### src/rtl/present_iter_core.sv
// present_iter_core: iterative PRESENT-80/128 block cipher, one round per clock, valid/ready on both sides.
// Define PRESENT_ITER_DECRYPT_EN to add the in_decrypt port, the KEYGEN state and the inverse datapath.
module present_iter_core #(
  parameter int KEY_WIDTH = 128,
  parameter int ROUNDS    = 31
) (
  input  logic                 clk,
  input  logic                 rst_n,
  input  logic                 in_valid,
  output logic                 in_ready,
  input  logic [63:0]          in_data,
  input  logic [KEY_WIDTH-1:0] in_key,
`ifdef PRESENT_ITER_DECRYPT_EN
  input  logic                 in_decrypt,
`endif
  output logic                 out_valid,
  input  logic                 out_ready,
  output logic [63:0]          out_data,
  output logic                 busy
);

  if (ROUNDS < 1 || ROUNDS > 31) begin : g_bad_rounds
    $error("present_iter_core: ROUNDS must be in 1..31");
  end

  localparam logic [63:0] SBOX     = 64'hC56B90AD3EF84712;
  localparam logic [63:0] INV_SBOX = 64'h5EF8C12DB463079A;
  localparam logic [4:0]  LAST     = 5'(ROUNDS);

`ifdef PRESENT_ITER_DECRYPT_EN
  typedef enum logic [1:0] {IDLE, KEYGEN, RUN, DONE} state_t;
`else
  typedef enum logic [1:0] {IDLE, RUN, DONE} state_t;
`endif

  state_t               state_q;
  logic [63:0]          data_q;
  logic [KEY_WIDTH-1:0] key_q;
  logic [4:0]           rnd_q;
  logic [KEY_WIDTH-1:0] key_fwd;
  logic [63:0]          rk_cur;
  logic [63:0]          rk_fwd;
  logic [63:0]          enc_round;

  // Table nibble 0 sits in the top bits, so the bit offset is (15 - x) * 4 = {~x, 2'b00}.
  function automatic logic [3:0] sbox4(input logic [3:0] x);
    return SBOX[{~x, 2'b00} +: 4];
  endfunction

  function automatic logic [63:0] s_layer(input logic [63:0] x);
    logic [63:0] y;
    y = '0;
    for (int unsigned n = 0; n < 16; n++) y[4*n +: 4] = sbox4(x[4*n +: 4]);
    return y;
  endfunction

  function automatic logic [63:0] p_layer(input logic [63:0] x);
    logic [63:0] y;
    y = '0;
    y[63] = x[63];
    for (int unsigned i = 0; i < 63; i++) y[(16*i) % 63] = x[i];
    return y;
  endfunction

`ifdef PRESENT_ITER_DECRYPT_EN
  logic                 dec_q;
  logic [KEY_WIDTH-1:0] key_inv;
  logic [63:0]          rk_inv;
  logic [63:0]          dec_round;

  function automatic logic [3:0] inv_sbox4(input logic [3:0] x);
    return INV_SBOX[{~x, 2'b00} +: 4];
  endfunction

  function automatic logic [63:0] inv_s_layer(input logic [63:0] x);
    logic [63:0] y;
    y = '0;
    for (int unsigned n = 0; n < 16; n++) y[4*n +: 4] = inv_sbox4(x[4*n +: 4]);
    return y;
  endfunction

  function automatic logic [63:0] inv_p_layer(input logic [63:0] x);
    logic [63:0] y;
    y = '0;
    y[63] = x[63];
    for (int unsigned i = 0; i < 63; i++) y[i] = x[(16*i) % 63];
    return y;
  endfunction
`endif

  if (KEY_WIDTH == 80) begin : g_ks
    always_comb begin
      key_fwd        = {key_q[18:0], key_q[79:19]};
      key_fwd[79:76] = sbox4(key_fwd[79:76]);
      key_fwd[19:15] = key_fwd[19:15] ^ rnd_q;
    end
`ifdef PRESENT_ITER_DECRYPT_EN
    logic [79:0] key_t;
    always_comb begin
      key_t        = key_q;
      key_t[19:15] = key_q[19:15] ^ rnd_q;
      key_t[79:76] = inv_sbox4(key_q[79:76]);
      key_inv      = {key_t[60:0], key_t[79:61]};
    end
`endif
  end else if (KEY_WIDTH == 128) begin : g_ks
    always_comb begin
      key_fwd          = {key_q[66:0], key_q[127:67]};
      key_fwd[127:124] = sbox4(key_fwd[127:124]);
      key_fwd[123:120] = sbox4(key_fwd[123:120]);
      key_fwd[66:62]   = key_fwd[66:62] ^ rnd_q;
    end
`ifdef PRESENT_ITER_DECRYPT_EN
    logic [127:0] key_t;
    always_comb begin
      key_t          = key_q;
      key_t[66:62]   = key_q[66:62] ^ rnd_q;
      key_t[127:124] = inv_sbox4(key_q[127:124]);
      key_t[123:120] = inv_sbox4(key_q[123:120]);
      key_inv        = {key_t[60:0], key_t[127:61]};
    end
`endif
  end else begin : g_ks
    $error("present_iter_core: KEY_WIDTH must be 80 or 128");
    always_comb begin
      key_fwd = '0;
`ifdef PRESENT_ITER_DECRYPT_EN
      key_inv = '0;
`endif
    end
  end

  assign rk_cur    = key_q[KEY_WIDTH-1 -: 64];
  assign rk_fwd    = key_fwd[KEY_WIDTH-1 -: 64];
  assign enc_round = p_layer(s_layer(data_q ^ rk_cur));
`ifdef PRESENT_ITER_DECRYPT_EN
  assign rk_inv    = key_inv[KEY_WIDTH-1 -: 64];
  assign dec_round = inv_s_layer(inv_p_layer(data_q ^ rk_cur));
`endif

  always_ff @(posedge clk) begin
    if (!rst_n) begin
      state_q   <= IDLE;
      data_q    <= '0;
      key_q     <= '0;
      rnd_q     <= '0;
      out_data  <= '0;
      out_valid <= 1'b0;
      in_ready  <= 1'b1;
      busy      <= 1'b0;
`ifdef PRESENT_ITER_DECRYPT_EN
      dec_q     <= 1'b0;
`endif
    end else begin
      case (state_q)
        IDLE: begin
          if (in_valid) begin
            data_q   <= in_data;
            key_q    <= in_key;
            rnd_q    <= 5'd1;
            in_ready <= 1'b0;
            busy     <= 1'b1;
`ifdef PRESENT_ITER_DECRYPT_EN
            dec_q    <= in_decrypt;
            state_q  <= in_decrypt ? KEYGEN : RUN;
`else
            state_q  <= RUN;
`endif
          end
        end
`ifdef PRESENT_ITER_DECRYPT_EN
        // Walk the encrypt schedule forward so RUN can peel round keys off in reverse.
        KEYGEN: begin
          key_q <= key_fwd;
          if (rnd_q == LAST) state_q <= RUN;
          else               rnd_q   <= rnd_q + 5'd1;
        end
`endif
        RUN: begin
`ifdef PRESENT_ITER_DECRYPT_EN
          if (dec_q) begin
            data_q <= dec_round;
            key_q  <= key_inv;
            if (rnd_q == 5'd1) begin
              out_data  <= dec_round ^ rk_inv;
              out_valid <= 1'b1;
              state_q   <= DONE;
            end else begin
              rnd_q <= rnd_q - 5'd1;
            end
          end else
`endif
          begin
            data_q <= enc_round;
            key_q  <= key_fwd;
            if (rnd_q == LAST) begin
              out_data  <= enc_round ^ rk_fwd;
              out_valid <= 1'b1;
              state_q   <= DONE;
            end else begin
              rnd_q <= rnd_q + 5'd1;
            end
          end
        end
        DONE: begin
          if (out_ready) begin
            out_valid <= 1'b0;
            in_ready  <= 1'b1;
            busy      <= 1'b0;
            state_q   <= IDLE;
          end
        end
        default: state_q <= IDLE;
      endcase
    end
  end

endmodule

### config.mk
export PLATFORM = sky130hd
export DESIGN_NAME = present_iter_core
export DESIGN_NICKNAME = d
export VERILOG_FILES = /design/src/rtl/present_iter_core.sv
export SDC_FILE = /design/constraint.sdc
export NUM_CORES = 1
export LEC_CHECK = 0
export BUFFER_PORTS_ARGS = -buffer_cell sky130_fd_sc_hd__buf_2
export CAP_MARGIN = 20
export CORE_MARGIN = 2
export CORE_UTILIZATION = 35
export DETAILED_ROUTE_END_ITERATION = 12
export HOLD_SLACK_MARGIN = 0.05
export PLACE_DENSITY = 0.56
export SLEW_MARGIN = 0
export SYNTH_ARGS = -nofsm -noshare
export SYNTH_HDL_FRONTEND = slang
export SYNTH_SLANG_ARGS = --single-unit
### constraint.sdc
create_clock -name clk -period 5.9 [get_ports clk]
set_clock_uncertainty 0.2 [all_clocks]
set_input_delay 0 -clock clk [delete_from_list [all_inputs] [get_ports clk]]
set_output_delay 0 -clock clk [all_outputs]
set_load 0.05 [all_outputs]
==> results.py <==
metrics = {
    "timing": {
        "fin_tns_setup_ps": 0,
        "drv_slew": 0,
        "slew_headroom_pct": 29.73,
        "finalCritPeriodShare_pct": 60.29,
        "hold_viol": 0,
        "final_period_minus_worst_setup_slack_ps": 3557,
        "whs_ps": 60.12,
        "fmax_mhz": 281.1,
        "worstMarginPinSlew_ps": 1054,
        "rsz_0062_raised_after_global_routing": "no",
        "report.final.setup_viol": 0,
    },
    "routing": {
        "drc_errors": 0,
        "drt-vias-per-instance": 5.142,
        "routed-via-count": 14290,
        "first_iter_violations": 934,
        "router_iterations_before_antenna_repair": 5,
        "postRouteWirelength_mm": 53.15,
        "final_antenna_net_count": 0,
        "detail_route.wl_per_cell_um": 19.12,
    },
    "grt": {
        "grt_max_degree": 151,
        "grtUsageTotal_pct": 23.32,
        "grt_first_pass_wirelength_mm": 80.72,
        "grt_remaining_overflow": 0,
        "grt_pass1_vias": 14073,
        "antenna_found_initial": 0,
    },
    "pwr": {
        "intPower_mw": 4.085,
        "sequentialPowerShare_pct": 33.9,
        "clkPwrFrac_pct": 33.8,
        "leakagePower_nw": 8.853,
        "power.switching_fraction_pct": 33.89,
        "power-per-cell-area_nw_per_um2": 302.8,
        "comb_power_share_pct": 32.3,
        "ir_drop_v": 0.0001546,
        "power.net_switching_mw": 2.094,
        "fin_total_pwr_mw": 6.179,
    },
    "synthesis": {
        "synth-warning-count": 0,
        "yosys.cell_count.top_type": "sky130_fd_sc_hd__nand2_1",
        "mappedNetlistArea_um2": 15090,
        "synthDominantAreaCellType": "sky130_fd_sc_hd__dfxtp_1",
        "synthDistinctLibCells": 43,
        "synthesis.nets": 2071,
        "synth-edff-count": 0,
        "synth.top_cell.area_share_pct": 35.30,
        "synthesis.instances": 1766,
        "synthesis.area_per_instance_um2": 8.543,
        "ys_top_cells_by_count": "352 x sky130_fd_sc_hd__nand2_1, 266 x sky130_fd_sc_hd__dfxtp_1, 187 x sky130_fd_sc_hd__nor2_1, 128 x sky130_fd_sc_hd__a21oi_1, 115 x sky130_fd_sc_hd__a311oi_1",
        "yosys_register_bits": 266,
        "synth-seq-area-share_pct": 35.30,
        "synth_area_leaders": "sky130_fd_sc_hd__dfxtp_1 35%, sky130_fd_sc_hd__ha_1 9.0%, sky130_fd_sc_hd__nand2_1 8.8%, sky130_fd_sc_hd__a311oi_1 6.7%, sky130_fd_sc_hd__nor2_1 4.7%",
        "ys_async_sr_fraction_pct": 0,
        "synth_ff_type": "sky130_fd_sc_hd__dfxtp_1",
    },
    "finish": {
        "layout.filler_cells": 4103,
        "insertedDiodeCount": 0,
        "instances_no_fill": 2779,
        "final_layout_size_suffix_gt1_share_pct": 18.14,
        "area_growth_syn_to_layout_pct": 35.28,
        "fin_nets": 2515,
        "final_area_um2": 20410,
    },
    "worst_setup_path": {
        "endpoint_kind": "flop",
        "timing_worst_setup_path_type": "reg2reg",
        "critical_path.most_common_cell": "sky130_fd_sc_hd__buf_4",
        "reg2reg_setup_slack_ps": 2340,
        "critical_path.max_stage_delay_ps": 910,
        "cp_cell_sequence": "nor2b_4 -> buf_4 -> buf_4 -> nand2_1 -> a311oi_1",
        "cpLargestDelayFamily": "buffers and inverters",
        "cp_max_fo": 82,
        "critical_path_required_ps": 6160,
        "timing.critical_path.slowest_stage_cell": "sky130_fd_sc_hd__dfxtp_2",
        "worstPathArrival_ps": 3820,
        "timing.critical_path.buf_inv": 2,
        "worstSetupStartpointType": "flop",
    },
    "placement": {
        "postPlaceCellArea_um2": 16680,
        "placement.io_buffers": 262,
        "gp_weighted_congestion": 0.8561,
        "final_hpwl_dp_mm": 36.92,
        "total_placed_cells_including_tap_cells": 2461,
    },
    "hold_path": {
        "holdCritPathClass": "in2reg",
    },
    "die": {
        "placeableCoreArea_um2": 42790,
        "floorplan.die.width_um": 211.6,
        "initial_core_util_pct": 35.26,
        "boundary_pins": 263,
        "chipHeight_um": 211.6,
        "floorplan.rows": 76,
        "dieArea_um2": 44780,
    },
    "clocking": {
        "worstSkewPairLatency_ps": 570,
        "cts_resized": 0,
        "post_cts_setup_buffer_count": 0,
        "cts_hold_repair.buffers": 262,
        "cts.clk_slew.worst_paths_ps": 60,
        "tritoncts": "built",
        "clock_sinks": 266,
        "cts_root_buffer": "sky130_fd_sc_hd__clkbuf_16",
        "cts_made_buffers": 31,
        "clock_tree.htree_level_count": 1,
        "clock_path_buffers": 3,
    },
    "status": {
        "status": "complete, no violations",
    },
    "flow_run": {
        "cap_violations": 0,
    },
}
==> final timing paths <==
kind / from / end / cells past startpoint
worst max-delay path: state_q[0]$_SDFFE_PN0P_ / key_q[21]$_SDFFE_PN0P_ / 5
worst min-delay path: in_key[25] / key_q[25]$_SDFFE_PN0P_ / 4
worst max register to register: state_q[0]$_SDFFE_PN0P_ / key_q[21]$_SDFFE_PN0P_ / 5
worst min register to register: out_data[31]$_SDFFE_PN0P_ / out_data[31]$_SDFFE_PN0P_ / 2
==> sequential cells by signal, summed over array words and instances (netlist names) <==
name       cells
state_q        2
out_valid      1
in_ready       1
out_data      64
rnd_q          5
busy           1
key_q        128
data_q        64
==> power groups by stage <==
stage	clock (mW)	sequential (mW)	combinational (mW)
2_1_floorplan	0	2.08	1.26
3_3_place_gp	0	2.13	1.81
3_5_place_dp	0	2.13	1.85
4_1_cts	2.14	2.10	2.00
5_1_grt	2.20	2.11	2.17
6_report	2.09	2.09	1.99
==> cell type report <==
cell class,count,area [um^2],share of cell area (%)
well taps,546,683.2,3.347
clock buffers,38,852.1,4.175
clock inverters,18,252.7,1.238
inverters,77,291.5,1.428
flip-flops and latches,266,5326,26.10
repair buffers,540,4066,19.92
multi-input cells,1294,8937,43.79
==> cell usage in the layout (no fill, tap or decap), types with 3 or more instances in the layout <==
master | synthesis | layout
sky130_fd_sc_hd__mux4_2 | 27 | 27
sky130_fd_sc_hd__xor2_1 | 43 | 43
sky130_fd_sc_hd__dlygate4sd3_1 | 0 | 262
sky130_fd_sc_hd__nor3_1 | 19 | 19
sky130_fd_sc_hd__o21ai_0 | 45 | 45
sky130_fd_sc_hd__clkbuf_8 | 0 | 5
sky130_fd_sc_hd__bufinv_16 | 0 | 6
sky130_fd_sc_hd__nor2_1 | 187 | 186
sky130_fd_sc_hd__ha_1 | 109 | 109
sky130_fd_sc_hd__a21o_1 | 24 | 24
sky130_fd_sc_hd__xnor2_1 | 66 | 66
sky130_fd_sc_hd__xor2_2 | 12 | 12
sky130_fd_sc_hd__mux4_1 | 9 | 9
sky130_fd_sc_hd__o221ai_1 | 9 | 9
sky130_fd_sc_hd__a21oi_1 | 128 | 128
sky130_fd_sc_hd__buf_2 | 56 | 262
sky130_fd_sc_hd__mux2i_1 | 23 | 23
sky130_fd_sc_hd__o221a_2 | 5 | 5
sky130_fd_sc_hd__nor2_4 | 2 | 3
sky130_fd_sc_hd__a22oi_1 | 7 | 7
sky130_fd_sc_hd__xnor2_2 | 14 | 14
sky130_fd_sc_hd__o21ai_1 | 7 | 7
sky130_fd_sc_hd__a311oi_1 | 115 | 115
sky130_fd_sc_hd__buf_4 | 3 | 15
sky130_fd_sc_hd__inv_1 | 75 | 74
sky130_fd_sc_hd__a211oi_1 | 35 | 35
sky130_fd_sc_hd__nand2_1 | 352 | 352
sky130_fd_sc_hd__dfxtp_1 | 266 | 265
sky130_fd_sc_hd__clkinv_2 | 0 | 8
sky130_fd_sc_hd__nor3b_1 | 3 | 3
sky130_fd_sc_hd__o211ai_1 | 10 | 10
sky130_fd_sc_hd__clkbuf_16 | 0 | 31
sky130_fd_sc_hd__o31ai_1 | 24 | 24
==> routing by layer <==
layer  up-vias  GRT usage, %  wire [um]
met4         0         7.746       1674
li1       6989             -          -
met1      6801         31.15      23910
met2       414         39.14      24910
met5         -             0          0
met3        86         2.744       2645
==> cell families after synthesis <==
family	share of synthesized area, %
AND/OR/NAND/NOR	14.83
AO/OA/AOI/OAI	18.92
flip-flops	35.30
buffers and inverters	5.664
XOR/XNOR	9.131
adder cells (fa/ha/maj)	9.040
multiplexers	7.124
==> worst min-delay path: stages <==
cell	delay, ps
sky130_fd_sc_hd__dlygate4sd3_1	530
sky130_fd_sc_hd__buf_2	120
sky130_fd_sc_hd__nand2_1	50
sky130_fd_sc_hd__a311oi_1	80
==> through the flow <==
| stage | setup WS [ps] | utilization, % |
|---|---|---|
| detailed placement | 2384 | 38.99 |
| global placement | 2404 | 38.99 |
| global route | 2039 | 47.70 |
| CTS | 2370 | 47.70 |
| floorplan | 3706 | - |
| finish | 2343 | 47.70 |
(Power assumes the default switching activity.)
